File: src/rtl/head_loader_if.sv
// Host command stream into the head loader: 32-bit words with a valid/ready handshake.
interface head_loader_if;
  localparam int unsigned DATA_W = 32;

  logic              s_valid;
  logic              s_ready;
  logic [DATA_W-1:0] s_data;

  // Host side drives words, loader side returns ready.
  modport master (output s_valid, output s_data, input s_ready);
  modport slave  (input s_valid, input s_data, output s_ready);
endinterface

File: src/rtl/head_loader.sv
// Parses the host command stream into block-load headers and payload, writes head's
// instruction and weight memories, and owns head's reset (halted while loading).
module head_loader #(
  parameter int unsigned INSTR_AW  = 8,
  parameter int unsigned WEIGHT_AW = 4
) (
  input  logic                 clk,
  input  logic                 rst,
  head_loader_if.slave         cmd,
  output logic                 instr_we,
  output logic [INSTR_AW-1:0]  instr_addr,
  output logic [15:0]          instr_wdata,
  output logic                 weight_we,
  output logic [WEIGHT_AW-1:0] weight_addr,
  output logic [31:0]          weight_wdata,
  output logic                 head_rst,
  output logic                 busy,
  output logic                 done,
  output logic                 err
);

  localparam int unsigned CNT_W  = 14;
  localparam int unsigned ADDR_W = 16;
  localparam int unsigned HALF_W = 16;
  localparam int unsigned WORD_W = 32;
  localparam int unsigned SUM_W  = 18;

  localparam logic [SUM_W-1:0] INSTR_DEPTH  = SUM_W'(1) << INSTR_AW;
  localparam logic [SUM_W-1:0] WEIGHT_DEPTH = SUM_W'(1) << WEIGHT_AW;

  typedef enum logic [1:0] {
    OP_INSTR  = 2'b00,
    OP_WEIGHT = 2'b01,
    OP_RUN    = 2'b10,
    OP_HALT   = 2'b11
  } op_e;

  typedef struct packed {
    op_e               op;
    logic [CNT_W-1:0]  count;
    logic [ADDR_W-1:0] base;
  } hdr_t;

  typedef enum logic [2:0] {
    IDLE,
    INSTR_LO,
    INSTR_HI,
    WEIGHT,
    DISCARD
  } state_e;

  state_e              state, state_nx;
  logic [CNT_W-1:0]    rem, rem_nx;
  logic [ADDR_W-1:0]   cur, cur_nx;
  logic [HALF_W-1:0]   hi, hi_nx;

  logic                instr_we_nx;
  logic [INSTR_AW-1:0] instr_addr_nx;
  logic [15:0]         instr_wdata_nx;
  logic                weight_we_nx;
  logic [WEIGHT_AW-1:0] weight_addr_nx;
  logic [31:0]         weight_wdata_nx;
  logic                head_rst_nx;
  logic                busy_nx;
  logic                done_nx;
  logic                err_nx;

  hdr_t                hdr_c;
  logic [SUM_W-1:0]    end_addr_c;
  logic [CNT_W:0]      cnt_p1_c;
  logic [CNT_W-1:0]    instr_words_c;
  logic                range_err_c;
  logic                accept_c;

  // Header decode and range check, evaluated on every word but only used in IDLE.
  assign hdr_c         = hdr_t'(cmd.s_data);
  assign end_addr_c    = SUM_W'(hdr_c.base) + SUM_W'(hdr_c.count);
  assign cnt_p1_c      = (CNT_W+1)'(hdr_c.count) + (CNT_W+1)'(1);
  assign instr_words_c = CNT_W'(cnt_p1_c >> 1);
  assign range_err_c   = (hdr_c.op == OP_INSTR) ? (end_addr_c > INSTR_DEPTH)
                                                : (end_addr_c > WEIGHT_DEPTH);

  // Ready is held low in reset and while the latched high instruction is written.
  assign cmd.s_ready = rst && (state != INSTR_HI);
  assign accept_c    = cmd.s_valid && cmd.s_ready;

  // State and registered outputs.
  always_ff @(posedge clk or negedge rst) begin
    if (!rst) begin
      state        <= IDLE;
      rem          <= '0;
      cur          <= '0;
      hi           <= '0;
      instr_we     <= 1'b0;
      instr_addr   <= '0;
      instr_wdata  <= '0;
      weight_we    <= 1'b0;
      weight_addr  <= '0;
      weight_wdata <= '0;
      head_rst     <= 1'b1;
      busy         <= 1'b0;
      done         <= 1'b0;
      err          <= 1'b0;
    end else begin
      state        <= state_nx;
      rem          <= rem_nx;
      cur          <= cur_nx;
      hi           <= hi_nx;
      instr_we     <= instr_we_nx;
      instr_addr   <= instr_addr_nx;
      instr_wdata  <= instr_wdata_nx;
      weight_we    <= weight_we_nx;
      weight_addr  <= weight_addr_nx;
      weight_wdata <= weight_wdata_nx;
      head_rst     <= head_rst_nx;
      busy         <= busy_nx;
      done         <= done_nx;
      err          <= err_nx;
    end
  end

  // Next-state and next-output logic; rem counts instructions/words still to consume.
  always_comb begin
    state_nx        = state;
    rem_nx          = rem;
    cur_nx          = cur;
    hi_nx           = hi;
    instr_we_nx     = 1'b0;
    instr_addr_nx   = instr_addr;
    instr_wdata_nx  = instr_wdata;
    weight_we_nx    = 1'b0;
    weight_addr_nx  = weight_addr;
    weight_wdata_nx = weight_wdata;
    head_rst_nx     = head_rst;
    done_nx         = 1'b0;
    err_nx          = err;

    unique case (state)
      IDLE: begin
        if (accept_c) begin
          unique case (hdr_c.op)
            OP_INSTR, OP_WEIGHT: begin
              head_rst_nx = 1'b1;
              if (hdr_c.count != '0) begin
                if (range_err_c) begin
                  err_nx   = 1'b1;
                  rem_nx   = (hdr_c.op == OP_INSTR) ? instr_words_c : hdr_c.count;
                  state_nx = DISCARD;
                end else begin
                  rem_nx   = hdr_c.count;
                  cur_nx   = hdr_c.base;
                  state_nx = (hdr_c.op == OP_INSTR) ? INSTR_LO : WEIGHT;
                end
              end
            end
            OP_RUN:  head_rst_nx = 1'b0;
            OP_HALT: head_rst_nx = 1'b1;
            default: head_rst_nx = head_rst;
          endcase
        end
      end

      INSTR_LO: begin
        if (accept_c) begin
          instr_we_nx    = 1'b1;
          instr_addr_nx  = INSTR_AW'(cur);
          instr_wdata_nx = cmd.s_data[HALF_W-1:0];
          hi_nx          = cmd.s_data[WORD_W-1:HALF_W];
          cur_nx         = cur + ADDR_W'(1);
          rem_nx         = rem - CNT_W'(1);
          if (rem > CNT_W'(1)) begin
            state_nx = INSTR_HI;
          end else begin
            state_nx = IDLE;
            done_nx  = 1'b1;
          end
        end
      end

      INSTR_HI: begin
        instr_we_nx    = 1'b1;
        instr_addr_nx  = INSTR_AW'(cur);
        instr_wdata_nx = hi;
        cur_nx         = cur + ADDR_W'(1);
        rem_nx         = rem - CNT_W'(1);
        if (rem == CNT_W'(1)) begin
          state_nx = IDLE;
          done_nx  = 1'b1;
        end else begin
          state_nx = INSTR_LO;
        end
      end

      WEIGHT: begin
        if (accept_c) begin
          weight_we_nx    = 1'b1;
          weight_addr_nx  = WEIGHT_AW'(cur);
          weight_wdata_nx = cmd.s_data;
          cur_nx          = cur + ADDR_W'(1);
          rem_nx          = rem - CNT_W'(1);
          if (rem == CNT_W'(1)) begin
            state_nx = IDLE;
            done_nx  = 1'b1;
          end
        end
      end

      DISCARD: begin
        if (accept_c) begin
          rem_nx = rem - CNT_W'(1);
          if (rem == CNT_W'(1)) begin
            state_nx = IDLE;
          end
        end
      end

      default: state_nx = IDLE;
    endcase

    busy_nx = (state_nx != IDLE);
  end

endmodule

File: src/flat_wrapper.sv
// flat-port wrapper written by rule: the top's interface ports become plain ports
module head_loader_flat 
#(
  parameter int unsigned INSTR_AW  = 8,
  parameter int unsigned WEIGHT_AW = 4
)
  (clk, rst, instr_we, instr_addr, instr_wdata, weight_we, weight_addr, weight_wdata, head_rst, busy, done, err, cmd_s_valid, cmd_s_data, cmd_s_ready);
  head_loader_if cmd_i ();
  input  logic clk;
  input  logic rst;
  output logic instr_we;
  output logic [INSTR_AW-1:0] instr_addr;
  output logic [15:0] instr_wdata;
  output logic weight_we;
  output logic [WEIGHT_AW-1:0] weight_addr;
  output logic [31:0] weight_wdata;
  output logic head_rst;
  output logic busy;
  output logic done;
  output logic err;
  input wire logic [$bits(cmd_i.s_valid)-1:0] cmd_s_valid;
  input wire logic [$bits(cmd_i.s_data)-1:0] cmd_s_data;
  output wire logic [$bits(cmd_i.s_ready)-1:0] cmd_s_ready;
  assign cmd_i.s_valid = cmd_s_valid;
  assign cmd_i.s_data = cmd_s_data;
  assign cmd_s_ready = cmd_i.s_ready;
  head_loader #(.INSTR_AW(INSTR_AW), .WEIGHT_AW(WEIGHT_AW)) u_core (.clk(clk), .rst(rst), .cmd(cmd_i), .instr_we(instr_we), .instr_addr(instr_addr), .instr_wdata(instr_wdata), .weight_we(weight_we), .weight_addr(weight_addr), .weight_wdata(weight_wdata), .head_rst(head_rst), .busy(busy), .done(done), .err(err));
endmodule
File: config.mk
export PLATFORM = sky130hd
export DESIGN_NAME = head_loader_flat
export DESIGN_NICKNAME = d
export VERILOG_FILES = /design/src/rtl/head_loader_if.sv /design/src/rtl/head_loader.sv /design/src/flat_wrapper.sv
export SDC_FILE = /design/constraint.sdc
export NUM_CORES = 1
export LEC_CHECK = 0
export ABC_AREA = 1
export BUFFER_PORTS_ARGS = -buffer_cell sky130_fd_sc_hd__buf_2
export CAP_MARGIN = 20
export CORE_MARGIN = 2
export CORE_UTILIZATION = 35
export CTS_CLUSTER_SIZE = 12
export DETAILED_ROUTE_END_ITERATION = 8
export PLACE_DENSITY = 0.59
export SKIP_LAST_GASP = 1
export SYNTH_ARGS = -nofsm -noshare
export SYNTH_HDL_FRONTEND = slang
export SYNTH_SLANG_ARGS = --single-unit
File: constraint.sdc
create_clock -name clk -period 2.4 [get_ports clk]
set_clock_uncertainty 0.15 [all_clocks]
set_input_delay 0.12 -clock clk [delete_from_list [all_inputs] [get_ports clk]]
set_output_delay 0.12 -clock clk [all_outputs]
set_load 0.1 [all_outputs]
==> out/metrics.yaml <==
floorplanning:
  fp.dieH_um: 138.7
  dieArea_um2: 19250
  fp-row-count: 49
  start_util: 0.3549
  io_pins: 102
  coreArea_um2: 17900
  die_w_um: 138.7
timing:
  min_period_ns: 2.250
  slew_headroom: 0.5785
  finalHoldViolCount: 0
  maxSlewViolCount: 0
  min_period_over_period: 0.9376
  rsz0062_at_grt: "true"
  fmax_mhz: 444.4
  worst_pin_slew_ns: 0.6323
  finalSetupViolations: 0
  final.setup.tns_ns: 0
routing:
  wl_mm: 19.09
  vias_per_cell: 4.944
  drc: 0
  first_iter_violations: 383
  wl_per_cell_um: 15.39
  wl_met2_mm: 8.370
  highest_layer: "met4"
  first_pass_iters: 5
  dr_wl_met3_mm: 1.112
  dr_total_vias: 6136
  ant_nets: 0
  wl_met1_mm: 9.162
synth:
  synth_top_area_frac: 0.4175
  synthFlopType: "dfrtp_1"
  synth_top_cell_by_area: "dfrtp_1"
  syn_area_per_cell_um2: 7.673
  synth_fp_nets: 883
  synth.most_common_cell: "nand2_1"
  synth.distinct_cells: 44
  synth_async_sr_flop_share: 1.000
  yosys_warnings: 0
  synth_area_um2: 6354
  synth_area_leaders: "dfrtp_1 42%, nand2_1 13%, nor2_1 5.9%, inv_1 4.7%, a21oi_1 4.0%"
  synthTopCellsByCount: "220 x nand2_1, 106 x dfrtp_1, 100 x nor2_1"
  synth_cells: 828
  synth_edf_count: 0
  yosysSeqAreaShare: 0.4216
  synth_seq_cells: 107
pwr:
  power.density_nw_per_um2: 618.2
  leakagePower_nw: 4.210
  ir_drop_mv: 0.3149
place:
  place_congestion: 0.9010
  portBuffers: 101
  hpwl_mm: 14.97
  post_dp_cell_area_um2: 7692
setup_path:
  cp_data_arrival_time_ns: 2.33
  critPathRequiredTime_ns: 2.48
  cp_slowest_cell: "dlygate4sd3_1"
  critPathKind: "in2reg"
  worst_setup_path_start_kind: "input pin"
  worst_setup_path_end_kind: "flip-flop"
  cp_cell_sequence: "dlygate4sd3_1, buf_2, inv_2, nor3_2, and2_1, nand2_1, nand3b_1, nand2_1, nand2_2, nor2_4, nand4_1, nand2_2, buf_4, buf_4, a21oi_1, nand2_1"
  cp_max_fo: 3
  max_stage_delay_ns: 0.52
  cp_common_cell: "nand2_1"
cts:
  cts_tree: "yes"
  cts_sinks: 107
  cts-root-buf: "clkbuf_16"
  numCtsBuffers: 9
  cts.clk_slew.worst_paths_ns: 0.08
  clk_latency_ns: 0.36
  htreeDepth: 3
  clockBufferDepth: 2
layout:
  drive_gt1_frac: 0.2757
  final_area_um2: 8148
  area_growth_pct: 28.24
  antennaDiodeCount: 0
  num-nets-final: 1063
global_route:
  grt_pass1_vias: 5806
  track_usage: 0.2011
  gr-total-overflow: 0
  grt_pass1_wl_mm: 30.71
  grt_max_degree: 108
  antenna_found_initial: 0
worst_hold_path:
  hold_path_class: "in2reg"
run_status:
  status: "finished, final reports clean"
run:
  maxCapViolations: 0
[cell families after synthesis]
group	after synthesis	share of synthesized area
AOI/OAI and AO/OA	127	0.1172
xor gates and xnor gates	16	0.02206
adders and majority gates	20	0.04057
buffers and inverters	114	0.07208
DFF	107	0.4216
muxes	23	0.03998
and+or+nand+nor	421	0.2865
[report_power, final]
part           switching (mW)  leakage (nW)  internal [mW]  total, mW
Clock                   0.746         0.145          0.756       1.50
Combinational           0.874          2.75          0.520       1.39
Sequential              0.167          1.31           1.97       2.14
Total                    1.79          4.21           3.25       5.04
[per-stage QoR]
| stage | power (mW) | util | setup WS, ns | cells | hold slack (ns) |
|---|---|---|---|---|---|
| after global routing | 5.335 | 0.4551 | 0.0003668 | 1241 | 0.01624 |
| final | 5.037 | 0.4551 | 0.1497 | 1241 | 0.009702 |
| after floorplan | 3.026 | - | 0.03380 | 828 | -0.3256 |
| after detailed placement | 3.507 | 0.4297 | -0.3111 | 1215 | 0.1620 |
| after global placement | 3.494 | 0.4297 | -0.2586 | 1215 | 0.1662 |
| after CTS | 5.042 | 0.4509 | 0.04998 | 1239 | 0.001558 |
[what timing repair did]
| item | 4_1_cts | 5_1_grt |
|---|---|---|
| setup buffers | 0 | 2 |
| gates resized for setup | 0 | 14 |
| setup endpoints to repair | 0 | 23 |
| endpoints found under the hold margin | 116 | 0 |
| hold buffers | 9 | 0 |
[final timing paths]
check,start,end,slack [ns],depth (start not counted)
max in group asynchronous,rst,u_core.weight_wdata[28]$_DFFE_PN0P_,1.33,3
min in group asynchronous,rst,u_core.weight_wdata[7]$_DFFE_PN0P_,0.23,3
max,cmd_s_data[14],u_core.busy$_DFF_PN0_,0.15,16
min reg2reg,u_core.err$_DFFE_PN0P_,u_core.err$_DFFE_PN0P_,0.33,2
max reg2reg,u_core.rem[1]$_DFFE_PN0P_,u_core.rem[13]$_DFFE_PN0P_,0.23,12
min,cmd_s_data[4],u_core.weight_wdata[4]$_DFFE_PN0P_,0.01,3
[layer usage]
| metal | vias to the layer above | GRT usage |
|---|---|---|
| met1 | 2873 | 0.2906 |
| met4 | 0 | 0.07283 |
| li1 | 3057 | - |
| met5 | - | 0 |
| met3 | 33 | 0.03798 |
| met2 | 173 | 0.3017 |
[critical path, delay by kind of cell]
family | cells | cell delay (ns)
buf+inv | 5 | 0.99
simple gates | 10 | 1.06
compound gates | 1 | 0.17
[layout make-up]
type | count | area [um^2]
fillers | 1861 | 9754
multi-input cells | 607 | 3282
flip-flops and latches | 107 | 2679
repair buffers | 192 | 1264
inverters | 91 | 346.6
well taps | 229 | 286.5
clock buffers | 10 | 239.0
clock inverters | 5 | 51.30
[placed cells by master, fill, tap and decap left out, drive strengths merged, types with 9 or more instances in the layout]
master / Yosys / final
dfrtp: 106 / 106
buf: 12 / 183
clkbuf: 11 / 10
mux2: 19 / 19
dlygate4sd3: 0 / 9
inv: 90 / 94
o21ai: 41 / 41
a31oi: 21 / 21
a21oi: 53 / 53
nand2: 235 / 235
xor2: 14 / 14
nand3: 47 / 47
nor2: 106 / 106
ha: 19 / 19
[sequential cells by signal, summed over array words and instances, names as in the netlist]
signal               flops
u_core.instr_wdata      16
u_core.head_rst          1
u_core.weight_we         1
u_core.weight_addr       4
u_core.cur               8
u_core.err               1
u_core.instr_addr        8
u_core.busy              1
u_core.done              1
u_core.rem              14
u_core.weight_wdata     32
u_core.hi               16
u_core.state             3
u_core.instr_we          1
Note: power is estimated with default switching activity, not from simulation.
